--- src/rtl/md_pkg.sv ---
// Shared definitions for the HI/LO multiply/divide path: unit opcodes,
// R-type funct codes and default unit latencies. Both the issue controller
// and the multiply/divide unit import this so opcode values always agree.
package md_pkg;

    // 4-bit opcode carried on xaluop_d / xaluop_e
    typedef enum logic [3:0] {
        MD_NONE  = 4'd0,
        MD_MTLO  = 4'd1,
        MD_MTHI  = 4'd2,
        MD_DIVU  = 4'd3,
        MD_DIV   = 4'd4,
        MD_MULTU = 4'd5,
        MD_MULT  = 4'd6,
        MD_MFLO  = 4'd7,
        MD_MFHI  = 4'd8
    } md_op_e;

    // SPECIAL opcode field and the funct codes of the HI/LO instructions
    localparam logic [5:0] OPC_SPECIAL = 6'h00;
    localparam logic [5:0] FUNCT_MFHI  = 6'h10;
    localparam logic [5:0] FUNCT_MTHI  = 6'h11;
    localparam logic [5:0] FUNCT_MFLO  = 6'h12;
    localparam logic [5:0] FUNCT_MTLO  = 6'h13;
    localparam logic [5:0] FUNCT_MULT  = 6'h18;
    localparam logic [5:0] FUNCT_MULTU = 6'h19;
    localparam logic [5:0] FUNCT_DIV   = 6'h1A;
    localparam logic [5:0] FUNCT_DIVU  = 6'h1B;

    // Default busy cycles of the unit after an operation enters E
    localparam int unsigned MULT_LAT_DEF = 5;
    localparam int unsigned DIV_LAT_DEF  = 10;

    // True for opcodes that start a multi-cycle operation in the unit
    function automatic logic md_is_start(input logic [3:0] op);
        return (op == MD_MULT) || (op == MD_MULTU) ||
               (op == MD_DIV)  || (op == MD_DIVU);
    endfunction

endpackage

--- src/rtl/md_decode.sv ---
// Combinational decoder: 32-bit instruction to 4-bit multiply/divide opcode.
// Only SPECIAL-class (opcode field 0) instructions can map to a nonzero value.
module md_decode
    import md_pkg::*;
(
    input  logic [31:0] instr,
    output logic [3:0]  op
);

    logic [5:0] opcode;
    logic [5:0] funct;
    logic       unused_bits;

    assign opcode      = instr[31:26];
    assign funct       = instr[5:0];
    // Register/shift fields play no part in selecting the unit opcode
    assign unused_bits = ^instr[25:6];

    // Funct lookup, gated by the SPECIAL opcode field
    always_comb begin
        op = MD_NONE;
        if (opcode == OPC_SPECIAL) begin
            unique case (funct)
                FUNCT_MULT:  op = MD_MULT;
                FUNCT_MULTU: op = MD_MULTU;
                FUNCT_DIV:   op = MD_DIV;
                FUNCT_DIVU:  op = MD_DIVU;
                FUNCT_MTHI:  op = MD_MTHI;
                FUNCT_MTLO:  op = MD_MTLO;
                FUNCT_MFLO:  op = MD_MFLO;
                FUNCT_MFHI:  op = MD_MFHI;
                default:     op = MD_NONE;
            endcase
        end
    end

endmodule

--- src/rtl/md_issue.sv ---
// Issue-side controller for the HI/LO multiply/divide unit. Decodes the
// D-stage instruction, registers the opcode into E, mirrors the unit's busy
// countdown cycle-for-cycle and stalls D on any HI/LO hazard.
module md_issue
    import md_pkg::*;
#(
    parameter int unsigned MULT_LAT = MULT_LAT_DEF,
    parameter int unsigned DIV_LAT  = DIV_LAT_DEF
) (
    input  logic        clk,
    input  logic        reset,
    input  logic [31:0] instr_d,
    input  logic        stall_other,
    input  logic        flush_e,
    output logic [3:0]  xaluop_d,
    output logic [3:0]  xaluop_e,
    output logic        xstall,
    output logic [3:0]  busy_cnt,
    output logic [31:0] stall_cycles
);

    localparam logic [3:0] MULT_LOAD = 4'(MULT_LAT);
    localparam logic [3:0] DIV_LOAD  = 4'(DIV_LAT);

    logic [3:0]  op_d;
    logic [3:0]  xaluop_e_q, xaluop_e_d;
    logic [3:0]  busy_q,     busy_d;
    logic [31:0] stall_cnt_q, stall_cnt_d;
    logic        stall;

    md_decode u_decode (
        .instr (instr_d),
        .op    (op_d)
    );

    // Hazard: any HI/LO op in D while the unit is counting, or while an
    // operation sits in E one cycle before the counter is loaded
    always_comb begin
        stall = (op_d != MD_NONE) && ((busy_q != 4'd0) || md_is_start(xaluop_e_q));
    end

    // E-stage opcode: any bubble source (flush, own stall, other stall) wins
    always_comb begin
        xaluop_e_d = op_d;
        if (flush_e || stall || stall_other) begin
            xaluop_e_d = MD_NONE;
        end
    end

    // Busy mirror: follows the unit's countdown, driven only by the E opcode
    always_comb begin
        busy_d = busy_q;
        unique case (xaluop_e_q)
            MD_MULT, MD_MULTU: busy_d = MULT_LOAD;
            MD_DIV,  MD_DIVU:  busy_d = DIV_LOAD;
            MD_MTHI, MD_MTLO:  busy_d = 4'd0;
            MD_NONE:           busy_d = (busy_q != 4'd0) ? busy_q - 4'd1 : 4'd0;
            default:           busy_d = busy_q;
        endcase
    end

    // Stall-cycle performance counter, wraps naturally at 32 bits
    always_comb begin
        stall_cnt_d = stall ? stall_cnt_q + 32'd1 : stall_cnt_q;
    end

    // State registers with synchronous reset
    always_ff @(posedge clk) begin
        if (reset) begin
            xaluop_e_q  <= MD_NONE;
            busy_q      <= 4'd0;
            stall_cnt_q <= 32'd0;
        end else begin
            xaluop_e_q  <= xaluop_e_d;
            busy_q      <= busy_d;
            stall_cnt_q <= stall_cnt_d;
        end
    end

    assign xaluop_d     = op_d;
    assign xaluop_e     = xaluop_e_q;
    assign xstall       = stall;
    assign busy_cnt     = busy_q;
    assign stall_cycles = stall_cnt_q;

endmodule

--- config.mk ---
export PLATFORM = sky130hd
export DESIGN_NAME = md_issue
export DESIGN_NICKNAME = d
export VERILOG_FILES = /design/src/rtl/md_pkg.sv /design/src/rtl/md_decode.sv /design/src/rtl/md_issue.sv
export SDC_FILE = /design/constraint.sdc
export NUM_CORES = 1
export LEC_CHECK = 0
export BUFFER_PORTS_ARGS = -buffer_cell sky130_fd_sc_hd__buf_2
export CAP_MARGIN = 20
export CORE_AREA = 3 3 70 72
export CTS_CLUSTER_DIAMETER = 150
export DETAILED_ROUTE_END_ITERATION = 8
export DIE_AREA = 0 0 73 75
export PLACE_DENSITY = 0.78
export SLEW_MARGIN = 10
export SYNTH_ARGS = -nofsm -noshare
export SYNTH_HDL_FRONTEND = slang
export SYNTH_HIERARCHICAL = 1
export SYNTH_SLANG_ARGS = --single-unit
--- constraint.sdc ---
create_clock -name clk -period 2.9 [get_ports clk]
set_input_delay 0.435 -clock clk [delete_from_list [all_inputs] [get_ports clk]]
set_output_delay 0.435 -clock clk [all_outputs]
set_load 0.1 [all_outputs]
* Word-level counts from Yosys, hierarchy flattened
Memories as Yosys holds them, arrays and structs flattened.
Cells that the tools add are included.
** Word-level totals
- Latch bits :: 0
- Bits in registers :: 40
- Output and inout bits :: 45
- Word-level logic and storage cells :: 32
- Memories kept :: 1
- Memory bits (writable) :: 0
- Bits in read-only memories :: 128
- Bits of input ports :: 36
** Memories
- (name not given) :: words 32, bits a word 4, read ports 1, clocked after memory_dff 0, write ports 0, line md_decode.sv:23 : unique case (funct)
** Cells by class
- Add/subtract/negate cells :: 2
- Order comparisons :: 0
- Muxes and demuxes :: 4
- Eq/ne operators :: 6
- Reductions and logical operators :: 16
- Multiply operators :: 0
- Bitwise gates (word level) :: 0
- Div/mod/pow operators :: 0
- Shift operators :: 0
** Operators by type and width (count)
- $add 32x1->32 const B :: 1
- $pmux 4 s4 :: 1
- $eq 4x3->1 const B :: 3
- $mux 4 :: 3
- $reduce_bool 4->1 :: 3
- $eq 4x2->1 const B :: 2
- $reduce_or 2->1 :: 4
- $logic_not 6->1 :: 1
- $logic_or 1x1->1 :: 6
- $eq 4x1->1 const B :: 1
- $logic_not 4->1 :: 1
- $sub 4x1->4 const B :: 1
- $logic_and 1x1->1 :: 1

* Longest topological paths before layout
Gate-level depths: netlist of the first run.
- Depth after elaboration :: 9
- Depth in mapped cells :: 10
- Gate-level depth less buffers :: 9

* Hierarchy
Netlist of the first run, hierarchy kept.
** By module, submodules not included
- md_issue :: seq. area each 800.8 um^2, cells an instance 222, instances 1, area an instance 1960.6 um^2
- md_decode :: seq. area each 0.0 um^2, cells an instance 17, instances 1, area an instance 131.4 um^2

* Worst setup path before layout of the first run
OpenSTA, ideal clock, no wires.
- Path type :: input port to flip-flop
- Start point :: input instr_d[2]
- End point :: register stall_cnt_q[31], in the netlist stall_cycles[31]
- Stages :: 7
- Arrival time :: 5694 ps
- Setup time :: 72 ps
- Required time :: 2828 ps
- Buffers on the path :: 0
- Setup slack :: -2866 ps
- Cell sequence :: or3b_1 -> nor4_1 -> nor4_2 -> nor4_4 -> nand4_2 -> or3_1 -> a21oi_1
** Between the ends
- Word-level cells in the longest chain between the ends :: 5
** Ends and longest elaborated chain
- start, declared :: line md_issue.sv:12 : input logic [31:0] instr_d,
- $mem_v2 32x4
- $mux 4 :: line md_decode.sv:23
- $mux 4 :: line md_decode.sv:22 : if (opcode == OPC_SPECIAL) begin
- net xaluop_d[3] :: line md_issue.sv:15 : output logic [3:0] xaluop_d,
- $reduce_bool 4->1 :: line md_issue.sv:39 : stall = (op_d != MD_NONE) && ((busy_q != 4'd0) || md_is_start(xaluop_e_q));
- $logic_and 1x1->1 :: line md_issue.sv:39
- end signal, assigned :: line md_issue.sv:76 : stall_cnt_q <= stall_cnt_d;
- end, declared :: line md_issue.sv:28 : logic [31:0] stall_cnt_q, stall_cnt_d;
The timed path passes the listed nets, and every way through them passes these cells.
A chain may end at the register's enable or synchronous reset.

* Worst setup path in the final report of the first run
- Start point :: input instr_d[0]
- End point :: output xstall
** Between the ends
- Word-level cells in the longest chain between the ends :: 5
** Ends and longest elaborated chain
- $mem_v2 32x4
- $mux 4 :: line md_decode.sv:23
- $mux 4 :: line md_decode.sv:22
- $reduce_bool 4->1 :: line md_issue.sv:39
- $logic_and 1x1->1 :: line md_issue.sv:39
- end, declared :: line md_issue.sv:17 : output logic xstall,
Every way passes these cells.

==> results.toml, run 1 <==
[synth]
synth_edf_count = 0
yosys.area.top_type = "dfxtp_1"
synth_nets = 281
ys.flop_type = "dfxtp_1"
syn_area_per_cell_um2 = 8.75
syn_inst = 239
yosys_warnings = 6
synth_area_leaders = "dfxtp_1, xor2_1, nor2_1, nand4_1, xnor2_1"
synthArstFlopShare_pct = 0
yosys_register_bits = 40
synth_top_area_share_pct = 38.3
synth_cell_types = 43
synth_seq_area_share_pct = 38.3
syn_area_um2 = 2090

[clock_network]
cts_tree = "done"
clk_path_buf_depth = 2
post_cts_buffers = 0
ctsResizeCount = 0
cts.sink_count = 40
clock_latency_ns = 0.29
cts_hold_buf = 0
htreeDepth = 2
clockRootBuffer = "clkbuf_8"
cts_made_buffers = 5
cts.clk_slew.worst_paths_ns = 0.07

[worst_hold_path]
hold_class = "input port to register"

[place]
port_buffers = 60
placed_area_um2 = 2550
gp_congestion = 0.762
dpl.hpwl_mm = 3.46
place_inst = 349

[worst_setup_path]
r2r_end = "stall_cycles[24]"
r2r_cells = 8
r2r-start = "busy_cnt[0]"
crit_required_ns = 2.47
crit_end = "xstall"
start_kind = "input port"
rrSetupSlack_ns = 0.61
worstPathArrival_ns = 2.33
critPathCaptureType = "output port"
crit_type = "input port to output port"
worst-path-max-fanout = 6
cp-startpoint = "instr_d[0]"

[pwr]
pwr_density_cell_nw_per_um2 = 591
power.leakage_uw = 0.00115
ir_drop_v = 0.000396

[finish]
layout.cells.non_filler = 357
area.growth.synth_to_final_pct = 26.4
design_area_um2 = 2640
drive_above_1_share_pct = 30.2
num-fill-cells = 391
n_antenna_cell = 0
fin_nets = 346

[detailed_routing]
wl_per_cell_um = 13.0
ant_nets = 0
routed_wl_mm = 4.63
drc = 0
drt_first_iter_violations = 87
drt_first_pass_iters = 4
vias = 1901
vias_per_cell = 5.32

[floorplanning]
die_h_um = 75
start_util_pct = 48.0
core-area_um2 = 4350
die_w_um = 73
die-area_um2 = 5480
core.rowCount = 24
io_pins = 81

[global_routing]
track_usage_pct = 17.3
grt_max_degree = 38
antenna_found_initial = 0
grt_pass1_wl_mm = 7.61
grt_pass1_vias = 1736
grt_overflow_total = 0

[timing]
max-slew-margin-rel_pct = 52.7
hold_viol_final = 0
drv_slew = 0
fin_crit_ns = 2.76
setup_tns_ns = 0
worst_pin_slew_ns = 0.710
clock_skew_ns = 0.00546
period_share_pct = 95.3
setup_viol = 0
clock.fmax_mhz = 362
rsz0062_at_grt = "no"

[flow_run]
maxCapViolCount = 0

[outcome]
outcome = "finished clean"
synthesized netlist by cell type, types with 2 or more instances:
cell type,number
nor4_4,2
or4_1,3
buf_2,2
nor3_1,4
and3_1,4
inv_1,11
or3_1,5
xnor2_1,10
nor2_1,31
nor4_2,3
a21oi_1,12
and2_1,6
xor2_1,15
ha_1,6
nand2_1,15
nand2b_1,2
nor4bb_1,2
nor4b_1,3
dfxtp_1,40
clkbuf_1,5
nand4_1,14
nand3_1,12
o21ai_0,7
nor4_1,4
mux2i_1,3
cells in the final DEF (no fill, tap or decap), drive strengths merged, types with 4 or more instances in the layout:
master,count
a21oi,12
nor3,4
inv,12
nor4b,4
or3,5
and3,4
nand3,12
nor4,9
ha,6
nor2,31
xor2,15
o21ai,7
nand2,15
xnor2,10
dfxtp,40
nand4,16
clkbuf,8
and2,6
buf,65
power breakdown:
part           switching, µW  internal, µW  leakage (µW)
logic                    423           163      0.000785
registers               26.3           578      0.000323
clock network            178           194     0.0000455
total                    627           935       0.00115
worst min path at each step:
| stage | startpoint | to | slack [ns] | cells after the start |
|---|---|---|---|---|
| 2_1_floorplan | flush_e | xaluop_e[3] | 0.65 | 2 |
| 3_3_place_gp | stall_cycles[31] | stall_cycles[31] | 0.46 | 2 |
| 3_5_place_dp | stall_cycles[31] | stall_cycles[31] | 0.49 | 2 |
| 4_1_cts | flush_e | xaluop_e[2] | 0.48 | 3 |
| 5_1_grt | flush_e | xaluop_e[3] | 0.48 | 3 |
| 6_report | flush_e | xaluop_e[2] | 0.48 | 3 |
sequential cells by signal (all words and copies together) (netlist names):
name / count
stall_cycles: 32
busy_cnt: 4
xaluop_e: 4
routing by layer:
layer	track usage, %	up-vias	part of all wire [%]
met1	21.5	876	47
met2	30.1	39	48
li1	-	979	-
met3	3.74	7	4.0
met5	0	-	0
met4	5.33	0	1.1
through the flow:
stage	power (µW)	utilization [%]	worst slack [ns]	hold slack, ns
2_1_floorplan	1100	-	-0.774	0.650
3_3_place_gp	1190	58.6	0.148	0.464
3_5_place_dp	1200	58.6	0.0930	0.493
4_1_cts	1570	60.7	0.117	0.479
5_1_grt	1650	60.7	0.0252	0.480
6_report	1560	60.7	0.137	0.484
cells by family after synthesis:
kind of cell    after synthesis  share of synthesized area, %
simple gates                119                          34.9
flops                        40                          38.3
compound gates               27                          7.84
xor+xnor                     25                          10.5
buf+inv                      19                          3.53
fa+ha+maj                     6                          3.59
mux                           3                          1.44
cell type report:
cell class	instances	area [µm²]	share of cell area, %
Multi-Input combinational cell	180	1290	48.8
Sequential cell	40	801	30.3
Timing Repair Buffer	65	353	13.3
Clock buffer	8	90.1	3.41
Tap cell	52	65.1	2.46
Inverter	12	45.0	1.70
worst max-delay path: stages:
cell     delay, ns
buf_2         0.10
inv_1         0.06
ha_1          0.30
xnor2_1       0.24
nor3_4        0.07
nor4_2        0.46
buf_4         0.24
inv_2         0.07
and2_4        0.18
buf_12        0.17
No activity file was read; power rests on OpenSTA's default activity.
==> run 2, diff against run 1 <==
--- a/config.mk
+++ b/config.mk
@@ -12,6 +12,7 @@
 export DETAILED_ROUTE_END_ITERATION = 8
 export DIE_AREA = 0 0 73 75
 export PLACE_DENSITY = 0.78
+export REMOVE_ABC_BUFFERS = 1
 export SLEW_MARGIN = 10
 export SYNTH_ARGS = -nofsm -noshare
 export SYNTH_HDL_FRONTEND = slang
==> run 2 against run 1 <==
  * Worst hold slack worse by 0.0058 ns
  * Largest cell class unchanged
  * Non-clock buffer count is 7 higher
  * Critical endpoint unchanged
  * Power is 0.28% lower
  * Maximum frequency is 3.1% higher
  * Final area is 0.43% lower
  * Routed wire length is 1.1% higher
  * Global-route usage is 0.28 points higher
  * Sequential power hardly changed
==> results.toml, run 2 (synthesized netlist as in run 1, its figures left out) <==
[detailed_routing]
wl_per_cell_um = 12.9
vias_per_cell = 5.44
ant_nets = 0
routed_wl_mm = 4.68
drt_first_iter_violations = 96
vias = 1980
drc = 0
drt_first_pass_iters = 4

[global_routing]
grt_overflow_total = 0
grt_pass1_vias = 1717
grt_pass1_wl_mm = 7.73
antenna_found_initial = 0
grt_max_degree = 38
track_usage_pct = 17.6

[finish]
final_common_cell = "buf_2"
layout.cells.non_filler = 364
drive_above_1_share_pct = 29.2
num-fill-cells = 405
design_area_um2 = 2630
n_antenna_cell = 0
layout_common_cells = "buf_2, dfxtp_1, nor2_1, nand2_1, xor2_1"
fin_nets = 353
area.growth.synth_to_final_pct = 25.8
largest_reg_flops = 32

[worst_hold_path]
hold_end = "xaluop_e[2]"
hold_class = "input port to register"
hold_path_depth = 3
min-delay-start = "flush_e"

[floorplanning]
core-area_um2 = 4350
die_h_um = 75
die_w_um = 73
die-area_um2 = 5480
io_pins = 81
start_util_pct = 48.0
core.rowCount = 24

[worst_setup_path]
worstPathArrival_ns = 2.25
worst-path-max-fanout = 4
max_stage_delay_ns = 0.49
critPathCaptureType = "output port"
r2r-start = "busy_cnt[0]"
crit_required_ns = 2.47
r2r_end = "xaluop_e[1]"
crit_type = "input port to output port"
crit_chain = "buf_2 -> inv_1 -> ha_1 -> xnor2_1 -> nor3_1 -> nor4_4 -> buf_4 -> inv_2 -> and2_1 -> buf_12"
start_kind = "input port"
rrSetupSlack_ns = 0.66
cp_slowest_cell = "nor4_4"
r2r_cells = 8

[place]
placed_area_um2 = 2530
dpl.hpwl_mm = 3.53
place_inst = 356
port_buffers = 60
gp_congestion = 0.818

[timing]
max-slew-margin-rel_pct = 53.5
clock_skew_ns = 0.00446
rsz0062_at_grt = "no"
worst_pin_slew_ns = 0.698
period_share_pct = 92.4
clock.fmax_mhz = 373
drv_slew = 0
hold_viol_final = 0
fin_crit_ns = 2.68
setup_tns_ns = 0
setup_viol = 0

[pwr]
p_sw_uw = 623
power.leakage_uw = 0.00117
sequentialPowerShare_pct = 38.8
pwr_density_cell_nw_per_um2 = 591
p_total_uw = 1560
power_frac_comb_pct = 36.9
ir_drop_v = 0.000463
p_sw_share_pct = 40.0
p_clk_share_pct = 24.3
p_int_uw = 934

[clock_network]
ctsResizeCount = 0
clock_latency_ns = 0.29
cts_hold_buf = 0
post_cts_buffers = 0
cts.sink_count = 40
htreeDepth = 2
cts.clk_slew.worst_paths_ns = 0.07
clk_path_buf_depth = 2
clockRootBuffer = "clkbuf_8"
cts_made_buffers = 5
cts_tree = "done"

[flow_run]
maxCapViolCount = 0

[outcome]
outcome = "finished clean"
## run 2: cell count changes in the layout (fill, tap and decap cells not counted), moves of 2 or more
cell	before	now
buf_4	5	12
nand3_1	10	12
nand3_2	2	0
nor3_1	2	4
nor3_4	2	0
## run 2: how the worst max path moves through the flow
| stage | from | end | slack, ns | cells past startpoint |
|---|---|---|---|---|
| floorplan | instr_d[2] | xstall | -3.02 | 5 |
| global placement | instr_d[0] | xstall | 0.07 | 10 |
| detailed placement | instr_d[0] | xstall | 0.06 | 10 |
| CTS | instr_d[0] | xstall | 0.05 | 10 |
| global route | instr_d[29] | xstall | 0.06 | 9 |
| finish | instr_d[0] | xstall | 0.22 | 10 |
## run 2: final cells by class
type | instances | area, µm² | area share [%]
repair buffers | 72 | 405 | 15.4
clock buffers | 8 | 90.1 | 3.42
flip-flops and latches | 40 | 801 | 30.4
well taps | 52 | 65.1 | 2.47
multi-input cells | 180 | 1230 | 46.6
inverters | 12 | 45.0 | 1.71
## run 2: worst max-delay path, delay by kind of cell
family / cells / cell delay [ns]
adders and majority gates: 1 / 0.30
buffers and inverters: 5 / 0.60
xor gates and xnor gates: 1 / 0.15
and+or+nand+nor: 3 / 0.76
## run 2: per-layer routing
metal | vias up | part of all wire [%] | global-route usage, %
li1 | 996 | - | -
met1 | 942 | 45 | 21.8
met2 | 38 | 51 | 30.3
met3 | 4 | 3.9 | 4.54
met4 | 0 | 0.94 | 5.12
met5 | - | 0 | 0
## run 2: power groups by stage
| stage | sequential [µW] | combinational (µW) | clock, µW |
|---|---|---|---|
| floorplan | 809 | 251 | 0 |
| global placement | 616 | 563 | 0 |
| detailed placement | 616 | 573 | 0 |
| CTS | 604 | 574 | 389 |
| global route | 610 | 619 | 415 |
| finish | 604 | 575 | 379 |
## run 2: stage by stage
| step | hold WS [ns] | utilization [%] | worst slack (ns) |
|---|---|---|---|
| 5_1_grt | 0.478 | 60.5 | 0.0586 |
| 4_1_cts | 0.475 | 60.3 | 0.0461 |
| 2_1_floorplan | 0.504 | - | -3.02 |
| 3_3_place_gp | 0.463 | 58.2 | 0.0734 |
| 3_5_place_dp | 0.493 | 58.2 | 0.0552 |
| 6_report | 0.479 | 60.5 | 0.219 |
